===== src/rtl/lc3_mem_arb_if.sv =====
// Bus bundle for lc3_mem_arb: CPU (MAR/MDR) port, DMA/loader port and memory-array port.
// The slave modport is the arbiter's view; master is the surrounding system.
interface lc3_mem_arb_if #(
    parameter int AW = 16,
    parameter int DW = 16
);
    logic          cpu_req;
    logic          cpu_we;
    logic [AW-1:0] cpu_addr;
    logic [DW-1:0] cpu_wdata;
    logic [DW-1:0] cpu_rdata;
    logic          cpu_ready;

    logic          dma_req;
    logic          dma_we;
    logic [AW-1:0] dma_addr;
    logic [DW-1:0] dma_wdata;
    logic [DW-1:0] dma_rdata;
    logic          dma_ack;

    logic          mem_en;
    logic          mem_we;
    logic [AW-1:0] mem_addr;
    logic [DW-1:0] mem_wdata;
    logic [DW-1:0] mem_rdata;

    modport slave (
        input  cpu_req, cpu_we, cpu_addr, cpu_wdata,
        output cpu_rdata, cpu_ready,
        input  dma_req, dma_we, dma_addr, dma_wdata,
        output dma_rdata, dma_ack,
        output mem_en, mem_we, mem_addr, mem_wdata,
        input  mem_rdata
    );

    modport master (
        output cpu_req, cpu_we, cpu_addr, cpu_wdata,
        input  cpu_rdata, cpu_ready,
        output dma_req, dma_we, dma_addr, dma_wdata,
        input  dma_rdata, dma_ack,
        input  mem_en, mem_we, mem_addr, mem_wdata,
        output mem_rdata
    );
endinterface


===== src/rtl/lc3_mem_arb.sv =====
// LC-3 single-port memory arbiter (CPU vs DMA, round-robin) with programmable wait states.
// Optional user-mode access-control violation check enabled by defining LC3_MEM_ACV_EN.
module lc3_mem_arb #(
    parameter int WAIT_STATES = 2,
    parameter int AW          = 16,
    parameter int DW          = 16
) (
    input logic          clk,
    input logic          rst,
    lc3_mem_arb_if.slave bus
`ifdef LC3_MEM_ACV_EN
    ,
    input  logic         psr_user,
    output logic         acv
`endif
);

    typedef enum logic [1:0] {
        IDLE,
        ACCESS,
        RESP
    } state_t;

    typedef enum logic {
        OWN_CPU,
        OWN_DMA
    } owner_t;

    localparam logic [3:0] LAST_CNT = 4'(WAIT_STATES);

    state_t        state;
    owner_t        owner;
    owner_t        last_grant;
    logic [3:0]    cnt;

    owner_t        pick;
    logic          sel_we;
    logic [AW-1:0] sel_addr;
    logic [DW-1:0] sel_wdata;
    logic          violation;

    always_comb begin
        pick      = OWN_CPU;
        sel_we    = bus.cpu_we;
        sel_addr  = bus.cpu_addr;
        sel_wdata = bus.cpu_wdata;
        if (bus.cpu_req && bus.dma_req) begin
            pick = (last_grant == OWN_CPU) ? OWN_DMA : OWN_CPU;
        end else if (bus.dma_req) begin
            pick = OWN_DMA;
        end
        if (pick == OWN_DMA) begin
            sel_we    = bus.dma_we;
            sel_addr  = bus.dma_addr;
            sel_wdata = bus.dma_wdata;
        end
    end

`ifdef LC3_MEM_ACV_EN
    // System space (x0000-x2FFF) and device registers (xFE00-xFFFF) are privileged.
    always_comb begin
        violation = (pick == OWN_CPU) && psr_user &&
                    ((bus.cpu_addr <= AW'(16'h2FFF)) || (bus.cpu_addr >= AW'(16'hFE00)));
    end
`else
    always_comb begin
        violation = 1'b0;
    end
`endif

    // mem_we/mem_addr/mem_wdata double as the grant-time latches of the request.
    always_ff @(posedge clk) begin
        if (rst) begin
            state         <= IDLE;
            cnt           <= '0;
            owner         <= OWN_CPU;
            last_grant    <= OWN_DMA;
            bus.cpu_rdata <= '0;
            bus.cpu_ready <= 1'b0;
            bus.dma_rdata <= '0;
            bus.dma_ack   <= 1'b0;
            bus.mem_en    <= 1'b0;
            bus.mem_we    <= 1'b0;
            bus.mem_addr  <= '0;
            bus.mem_wdata <= '0;
`ifdef LC3_MEM_ACV_EN
            acv           <= 1'b0;
`endif
        end else begin
            bus.cpu_ready <= 1'b0;
            bus.dma_ack   <= 1'b0;
`ifdef LC3_MEM_ACV_EN
            acv           <= 1'b0;
`endif
            unique case (state)
                IDLE: begin
                    if (bus.cpu_req || bus.dma_req) begin
                        owner      <= pick;
                        last_grant <= pick;
                        cnt        <= '0;
                        if (violation) begin
                            state         <= RESP;
                            bus.cpu_rdata <= '0;
                            bus.cpu_ready <= 1'b1;
`ifdef LC3_MEM_ACV_EN
                            acv           <= 1'b1;
`endif
                        end else begin
                            state         <= ACCESS;
                            bus.mem_en    <= 1'b1;
                            bus.mem_we    <= sel_we;
                            bus.mem_addr  <= sel_addr;
                            bus.mem_wdata <= sel_wdata;
                        end
                    end
                end
                ACCESS: begin
                    if (cnt == LAST_CNT) begin
                        state         <= RESP;
                        bus.mem_en    <= 1'b0;
                        bus.mem_we    <= 1'b0;
                        bus.mem_addr  <= '0;
                        bus.mem_wdata <= '0;
                        if (owner == OWN_DMA) begin
                            bus.dma_ack <= 1'b1;
                            if (!bus.mem_we) begin
                                bus.dma_rdata <= bus.mem_rdata;
                            end
                        end else begin
                            bus.cpu_ready <= 1'b1;
                            if (!bus.mem_we) begin
                                bus.cpu_rdata <= bus.mem_rdata;
                            end
                        end
                    end else begin
                        cnt <= cnt + 4'd1;
                    end
                end
                RESP: begin
                    state <= IDLE;
                end
                default: begin
                    state <= IDLE;
                end
            endcase
        end
    end

endmodule


===== src/flat_wrapper.sv =====
// flat-port wrapper written by rule: the top's interface ports become plain ports
module lc3_mem_arb_flat 
#(
    parameter int WAIT_STATES = 2,
    parameter int AW          = 16,
    parameter int DW          = 16
)
  (clk, rst, bus_cpu_req, bus_cpu_we, bus_cpu_addr, bus_cpu_wdata, bus_cpu_rdata, bus_cpu_ready, bus_dma_req, bus_dma_we, bus_dma_addr, bus_dma_wdata, bus_dma_rdata, bus_dma_ack, bus_mem_en, bus_mem_we, bus_mem_addr, bus_mem_wdata, bus_mem_rdata);
  lc3_mem_arb_if #(.AW(AW), .DW(DW)) bus_i ();
  input logic clk;
  input logic rst;
  input wire logic [$bits(bus_i.cpu_req)-1:0] bus_cpu_req;
  input wire logic [$bits(bus_i.cpu_we)-1:0] bus_cpu_we;
  input wire logic [$bits(bus_i.cpu_addr)-1:0] bus_cpu_addr;
  input wire logic [$bits(bus_i.cpu_wdata)-1:0] bus_cpu_wdata;
  output wire logic [$bits(bus_i.cpu_rdata)-1:0] bus_cpu_rdata;
  output wire logic [$bits(bus_i.cpu_ready)-1:0] bus_cpu_ready;
  input wire logic [$bits(bus_i.dma_req)-1:0] bus_dma_req;
  input wire logic [$bits(bus_i.dma_we)-1:0] bus_dma_we;
  input wire logic [$bits(bus_i.dma_addr)-1:0] bus_dma_addr;
  input wire logic [$bits(bus_i.dma_wdata)-1:0] bus_dma_wdata;
  output wire logic [$bits(bus_i.dma_rdata)-1:0] bus_dma_rdata;
  output wire logic [$bits(bus_i.dma_ack)-1:0] bus_dma_ack;
  output wire logic [$bits(bus_i.mem_en)-1:0] bus_mem_en;
  output wire logic [$bits(bus_i.mem_we)-1:0] bus_mem_we;
  output wire logic [$bits(bus_i.mem_addr)-1:0] bus_mem_addr;
  output wire logic [$bits(bus_i.mem_wdata)-1:0] bus_mem_wdata;
  input wire logic [$bits(bus_i.mem_rdata)-1:0] bus_mem_rdata;
  assign bus_i.cpu_req = bus_cpu_req;
  assign bus_i.cpu_we = bus_cpu_we;
  assign bus_i.cpu_addr = bus_cpu_addr;
  assign bus_i.cpu_wdata = bus_cpu_wdata;
  assign bus_cpu_rdata = bus_i.cpu_rdata;
  assign bus_cpu_ready = bus_i.cpu_ready;
  assign bus_i.dma_req = bus_dma_req;
  assign bus_i.dma_we = bus_dma_we;
  assign bus_i.dma_addr = bus_dma_addr;
  assign bus_i.dma_wdata = bus_dma_wdata;
  assign bus_dma_rdata = bus_i.dma_rdata;
  assign bus_dma_ack = bus_i.dma_ack;
  assign bus_mem_en = bus_i.mem_en;
  assign bus_mem_we = bus_i.mem_we;
  assign bus_mem_addr = bus_i.mem_addr;
  assign bus_mem_wdata = bus_i.mem_wdata;
  assign bus_i.mem_rdata = bus_mem_rdata;
  lc3_mem_arb #(.WAIT_STATES(WAIT_STATES), .AW(AW), .DW(DW)) u_core (.clk(clk), .rst(rst), .bus(bus_i));
endmodule

===== config.mk =====
export PLATFORM = sky130hd
export DESIGN_NAME = lc3_mem_arb_flat
export DESIGN_NICKNAME = d
export VERILOG_FILES = /design/src/rtl/lc3_mem_arb_if.sv /design/src/rtl/lc3_mem_arb.sv /design/src/flat_wrapper.sv
export SDC_FILE = /design/constraint.sdc
export NUM_CORES = 1
export LEC_CHECK = 0
export CAP_MARGIN = 20
export CORE_ASPECT_RATIO = 0.6
export CORE_MARGIN = 2
export CORE_UTILIZATION = 30
export CTS_BUF_LIST = sky130_fd_sc_hd__clkbuf_8 sky130_fd_sc_hd__clkbuf_16
export DETAILED_ROUTE_END_ITERATION = 16
export GPL_ROUTABILITY_DRIVEN = 0
export GPL_TIMING_DRIVEN = 0
export HOLD_SLACK_MARGIN = 0.1
export PLACE_DENSITY_LB_ADDON = 0.05
export SLEW_MARGIN = 25
export SYNTH_ARGS = -nofsm -noshare
export SYNTH_HDL_FRONTEND = slang
export SYNTH_SLANG_ARGS = --single-unit

===== constraint.sdc =====
create_clock -name clk -period 2.8 [get_ports clk]
set_input_delay 0.7 -clock clk [delete_from_list [all_inputs] [get_ports clk]]
set_output_delay 0.7 -clock clk [all_outputs]
set_load 0.1 [all_outputs]

* Word-level counts from Yosys, hierarchy flattened
Index checks and enable logic that the tools add are counted.
** Storage, ports and cells
- Flip-flop bits (word level) :: 76
- Input port bits :: 86
- Output and inout port bits :: 68
- Logic and storage cells :: 57
** Cells by class
- $add $sub $neg :: 1
- Equality and inequality tests :: 5
- Muxes and demuxes :: 24
- Bitwise gates (word level) :: 4
- Reductions and logical operators :: 11
** Operators with widths (count)
- 16-bit 2-to-1 mux :: 5
- 16-bit case mux with 2 select lines :: 2
- 1-bit 2-to-1 mux :: 9
- 4-bit 2-to-1 mux :: 2
- 4-bit case mux with 2 select lines :: 1
- 4-bit AND reduction :: 2
- 3-bit AND reduction :: 2
- 4-bit by 1-bit adder with 4-bit output, second input constant :: 1
- 4-bit by 2-bit equality test with 1-bit output, second input constant :: 1
- 2-bit 2-to-1 mux :: 2
- 2-bit by 1-bit != test with 1-bit output, second input constant :: 2
- 1-bit NOT :: 4
- 1-bit case mux with 2 select lines :: 2
- 2-bit case mux with 2 select lines :: 1
- 2-bit AND reduction :: 2
- 3-bit OR reduction :: 1
- 2-bit by 1-bit equality test with 1-bit output, second input constant :: 1
- 2-bit zero test :: 1
- 2-bit != test, second input constant :: 1
- 2-bit nonzero test :: 1
- 1-bit logical AND :: 1
- 1-bit logical OR :: 1

* Logic depth before layout (Yosys ltp)
- Depth after elaboration :: 5
- Depth in mapped cells :: 6
- Gate-level depth less buffers :: 5

* Worst setup path after synthesis
Ideal clock, no wire load.
- Path kind :: input-to-reg
- Start :: input bus_dma_req
- End :: register u_core.bus.mem_we
- Setup time :: 63 ps
- Arrival time :: 1857 ps
- Required time :: 2737 ps
- Slack :: 880 ps
- Stages on the path :: 4
- Path buffers :: 1
- Path through :: or2_2 -> a221oi_2 -> clkbuf_1 -> a221o_1
** On the way
- Cells in the longest elaborated chain, start to end :: 5
- Elaborated cells between the ends (all ways) :: 9
- Those cells by class :: 1 x eq/ne; 5 x mux; 3 x reduce/logical
** RTL lines
- from (decl) :: line flat_wrapper.sv:18 : input wire logic [$bits(bus_i.dma_req)-1:0] bus_dma_req;
- 1-bit 2-to-1 mux / 1-bit logical AND (equally long branches) :: line lc3_mem_arb.sv:49, lc3_mem_arb.sv:47
- 1-bit 2-to-1 mux :: line lc3_mem_arb.sv:47 : if (bus.cpu_req && bus.dma_req) begin
- 1-bit 2-to-1 mux :: line lc3_mem_arb.sv:52 : if (pick == OWN_DMA) begin
- 1-bit 2-to-1 mux :: line lc3_mem_arb.sv:97 : if (bus.cpu_req || bus.dma_req) begin
- 1-bit case mux with 2 select lines :: line lc3_mem_arb.sv:95 : unique case (state)
- to (signal assigned) :: line lc3_mem_arb.sv:111 : bus.mem_we <= sel_we;
- to (decl) :: line lc3_mem_arb_if.sv:32 : output mem_en, mem_we, mem_addr, mem_wdata,
Several ways; a longest one is shown, not always the timed one. The select of a mux whose other input is x is not followed.
A chain may end at the register's enable or synchronous reset.

* Final worst setup path
- Start :: register u_core.bus.mem_we
- End :: output bus_mem_we
** RTL lines
- to (decl) :: line flat_wrapper.sv:25 : output wire logic [$bits(bus_i.mem_we)-1:0] bus_mem_we;
No word-level cell between the ends.

==> metrics.md <==
| Metric | Value |
|---|---|
| Status | finished, final reports clean |
| Htree depth | 3 |
| Final Worst Setup Slack | roughly 0.12 ns |
| Crit path launch type | register |
| Worst-Margin Slew | 1.01 ns |
| Int Pwr | 2.13 mW |
| Period Utilization, post-route | 95.8% |
| Crit path kind | register to output pin |
| Die Height | 82.8 um |
| Slew HR | 32.4% |
| Vias per cell | 4.70 |
| Max clock buf depth | 2 |
| NetSw | a little under 1 mW |
| Met2 Use GR | 24.6% |
| Placed cell area | 4810 um2 |
| Core area | around 10000 um2 |
| #FFs+latches synth | 76 |
| Die Area | approximately 11000 um2 |
| XOR/XNOR Fraction of Synth Area | 0% |
| GR peak layer | met2 |
| Layout cell share with drive strength beyond 1 | 4.98% |
| Area leader, netlist | dfxtp_1 |
| DRT antenna net count | 0 |
| P_leak | about 2.1 nW |
| Clock power share | 37.1% |
| Place WS | -0.208 ns |
| Comb power frac | 24.9% |
| Initial antenna violation count | 0 |
| Met3 usage | 6.90% |
| Syn_nets | 383 |
| Num CTS Buffers | 9 |
| Largest net degree at the start of global routing | 12 |
| HP Class | register to register |
| EDFF count, synth | 0 |
| Adder-cell area share of the yosys netlist | less than 1% |
| Synth unique cells | 31 |
| Fill count | 899 |
| DRC violations left | 0 |
| Main combinational cell family by area after synthesis | simple AND/OR/NAND/NOR gates |
| IO buf count | 153 |
| Synthesized area per cell | 10.5 um2 |
| CTS tree | built |
| DRT Pass-1 Iters | 6 |
| Cell count after placement | ~580 |
| Gr usage total | between 10% and 20% |
| Fraction of power consumed by sequential logic | 38.0% |
| Worst Skew | 0.00677 ns |
| CP max-delay cell | clkdlybuf4s50_1 |
| Die X | 135 um |
| Vias in the first global route | 2886 |
| Total grt overflow | 0 |
| Required @ worst endpoint | ~2.1 ns |
| Crit path cell chain | clkdlybuf4s50_1 |
| Crit path time final | 2.68 ns |
| Skew-Pair Late Insertion Delay | 0.33 ns |
| Worst EP arrival | 1.98 ns |
| Synth top area cells | dfxtp_1 49%, a221o_1 11%, mux2i_1 10%, nand2b_1 10%, and3_1 6.8% |
| Core Rows | 28 |
| Post-synth top cells | 76 x dfxtp_1, 50 x nand2b_1, 34 x and3_1 |
| Worst path bufs/invs | 1 |
| Synth Cell Area | 3110 um2 |
| Detailed Route WL | 9200 um |
| Routed wire per std cell | approximately 15 um |
| Finished Layout Cells | between 500 and 600 |
| Via count | 2805 |
| Critical Path Fanout Max | 5 |
| Initial Utilization | between 30% and 40% |
| Power per standard cell area | about 610 nW/um2 |
| Final hold viol count | 0 |
| Multiplexer area fraction after synthesis | around a tenth |
| Switching portion of total power | 31.3% |
| CTS root buf | clkbuf_16 |
| Biggest cell delay along the critical path | between 1 and 1.5 ns |
| Crit end category | output pin |
| # IOs | 154 |
| Reg clk slew, reported paths | roughly 0.050 ns |
| Setup TNS | 0 ns |
| F_max | 0.373 GHz |
| Synthesized-area fraction occupied by ao, oa, aoi and oai cells | 14.0% |
| Slew Viols, Final | 0 |
| Fin area | between 5000 and 6000 um2 |
| Sink Count | 76 |
| First-pass GRT wire length | between 10000 and 15000 um |
| Peak VDD IR | 0.344 mV |
| DRT iter0 DRCs | 105 |
| Hold_ws | 0.469 ns |
| Area Growth Syn to Fin | 64.3% |
| Simple-gate share of the synthesized area | between 20% and 30% |
| Synth Warn # | 0 |
| Post-synth ARST share | 0% |
| Share of the synthesized area in the top cell type | 49.0% |
| Sequential share of the synthesized area | 49.0% |
| Delay-heaviest family, CP | buffers and inverters |
| Met1 Use GR | 23.5% |
| Final HPWL from detailed placement | around 7000 um |
| RSZ-0062 raised after global routing | false |
| Diode count | 0 |
| Mapped Cells | 295 |
| # setup viols final | 0 |
| Most common cell in the netlist | dfxtp_1 |
| # nets final | ~550 |
| Primary FF master, synth | dfxtp_1 |
| Max-cap violation count | 0 |
| CTS Hold Bufs | 0 |
## cells in the final DEF (no fill, tap or decap), drive strengths merged, types with 3 or more instances in the layout
cell type / instances
nand2: 4
nor2: 4
nand2b: 50
inv: 3
clkbuf: 30
dfxtp: 76
nand3: 3
buf: 3
a221o: 33
a21oi: 5
clkdlybuf4s50: 153
and3: 34
o21ai: 5
mux2i: 32
## registers in the layout (all words and copies together) (netlist names)
register              flops
u_core.bus.dma_rdata     16
u_core.bus.mem_en         1
u_core.last_grant         1
u_core.bus.mem_wdata     16
u_core.state              2
u_core.bus.cpu_ready      1
u_core.owner              1
u_core.cnt                4
u_core.bus.dma_ack        1
u_core.bus.cpu_rdata     16
u_core.bus.mem_addr      16
u_core.bus.mem_we         1
## power by group through the flow
stage	registers, mW	clock network [mW]	logic (mW)
6_report	1.18	1.15	0.772
3_3_place_gp	1.20	0	0.773
4_1_cts	1.17	1.19	0.775
5_1_grt	1.18	1.24	0.808
2_1_floorplan	1.56	0	0.144
3_5_place_dp	1.20	0	0.775
## layer usage
metal	up-vias	wire length, um
met2	71	4000
met4	0	38
met3	5	610
met5	-	0
li1	1419	-
met1	1310	4560
## worst min-delay path: cells and delay by family (launching register included)
family	cells	cell delay [ns]
flip-flops	1	0.31
AND/OR/NAND/NOR	1	0.06
multiplexers	1	0.05
## what timing repair did
action                     CTS  global route
setup endpoints to repair    0            26
resized for setup            0             1
buffers inserted             0             0
## path summary, 6_finish.rpt
check                                       start                                    to  slack, ns  cells after the start
max                u_core.bus.mem_we$_SDFFE_PP0P_                            bus_mem_we       0.12                      1
min          u_core.bus.dma_rdata[4]$_SDFFE_PP0P_  u_core.bus.dma_rdata[4]$_SDFFE_PP0P_       0.47                      2
max reg2reg            u_core.cnt[0]$_SDFFE_PP0P_  u_core.bus.mem_wdata[0]$_SDFFE_PP0P_       0.66                      6
min reg2reg  u_core.bus.dma_rdata[4]$_SDFFE_PP0P_  u_core.bus.dma_rdata[4]$_SDFFE_PP0P_       0.47                      2
## cell type report
type | count | area (um2) | share of cell area [%]
timing repair buffer | 153 | 1530 | 30.0
inverter | 2 | 7.51 | 0.147
sequential | 76 | 1520 | 29.8
buffer | 22 | 88.8 | 1.74
clock buffer | 11 | 253 | 4.95
clock inverter | 3 | 38.8 | 0.760
multi-input combinational | 195 | 1500 | 29.3
tap | 135 | 169 | 3.31
## stage by stage
stage | total power [mW] | utilization [%]
floorplan | 1.70 | -
global placement | 1.97 | 48.2
detailed placement | 1.97 | 48.2
CTS | 3.14 | 51.1
global route | 3.23 | 51.1
finish | 3.10 | 51.1
## kinds of logic after synthesis
family                     count (synthesis)
and+or+nand+nor                          112
DFF                                       76
AOI/OAI and AO/OA                         49
muxes                                     32
buffers and inverters                     24
adders and majority gates                  2
No activity file was read; power rests on OpenSTA's default activity.
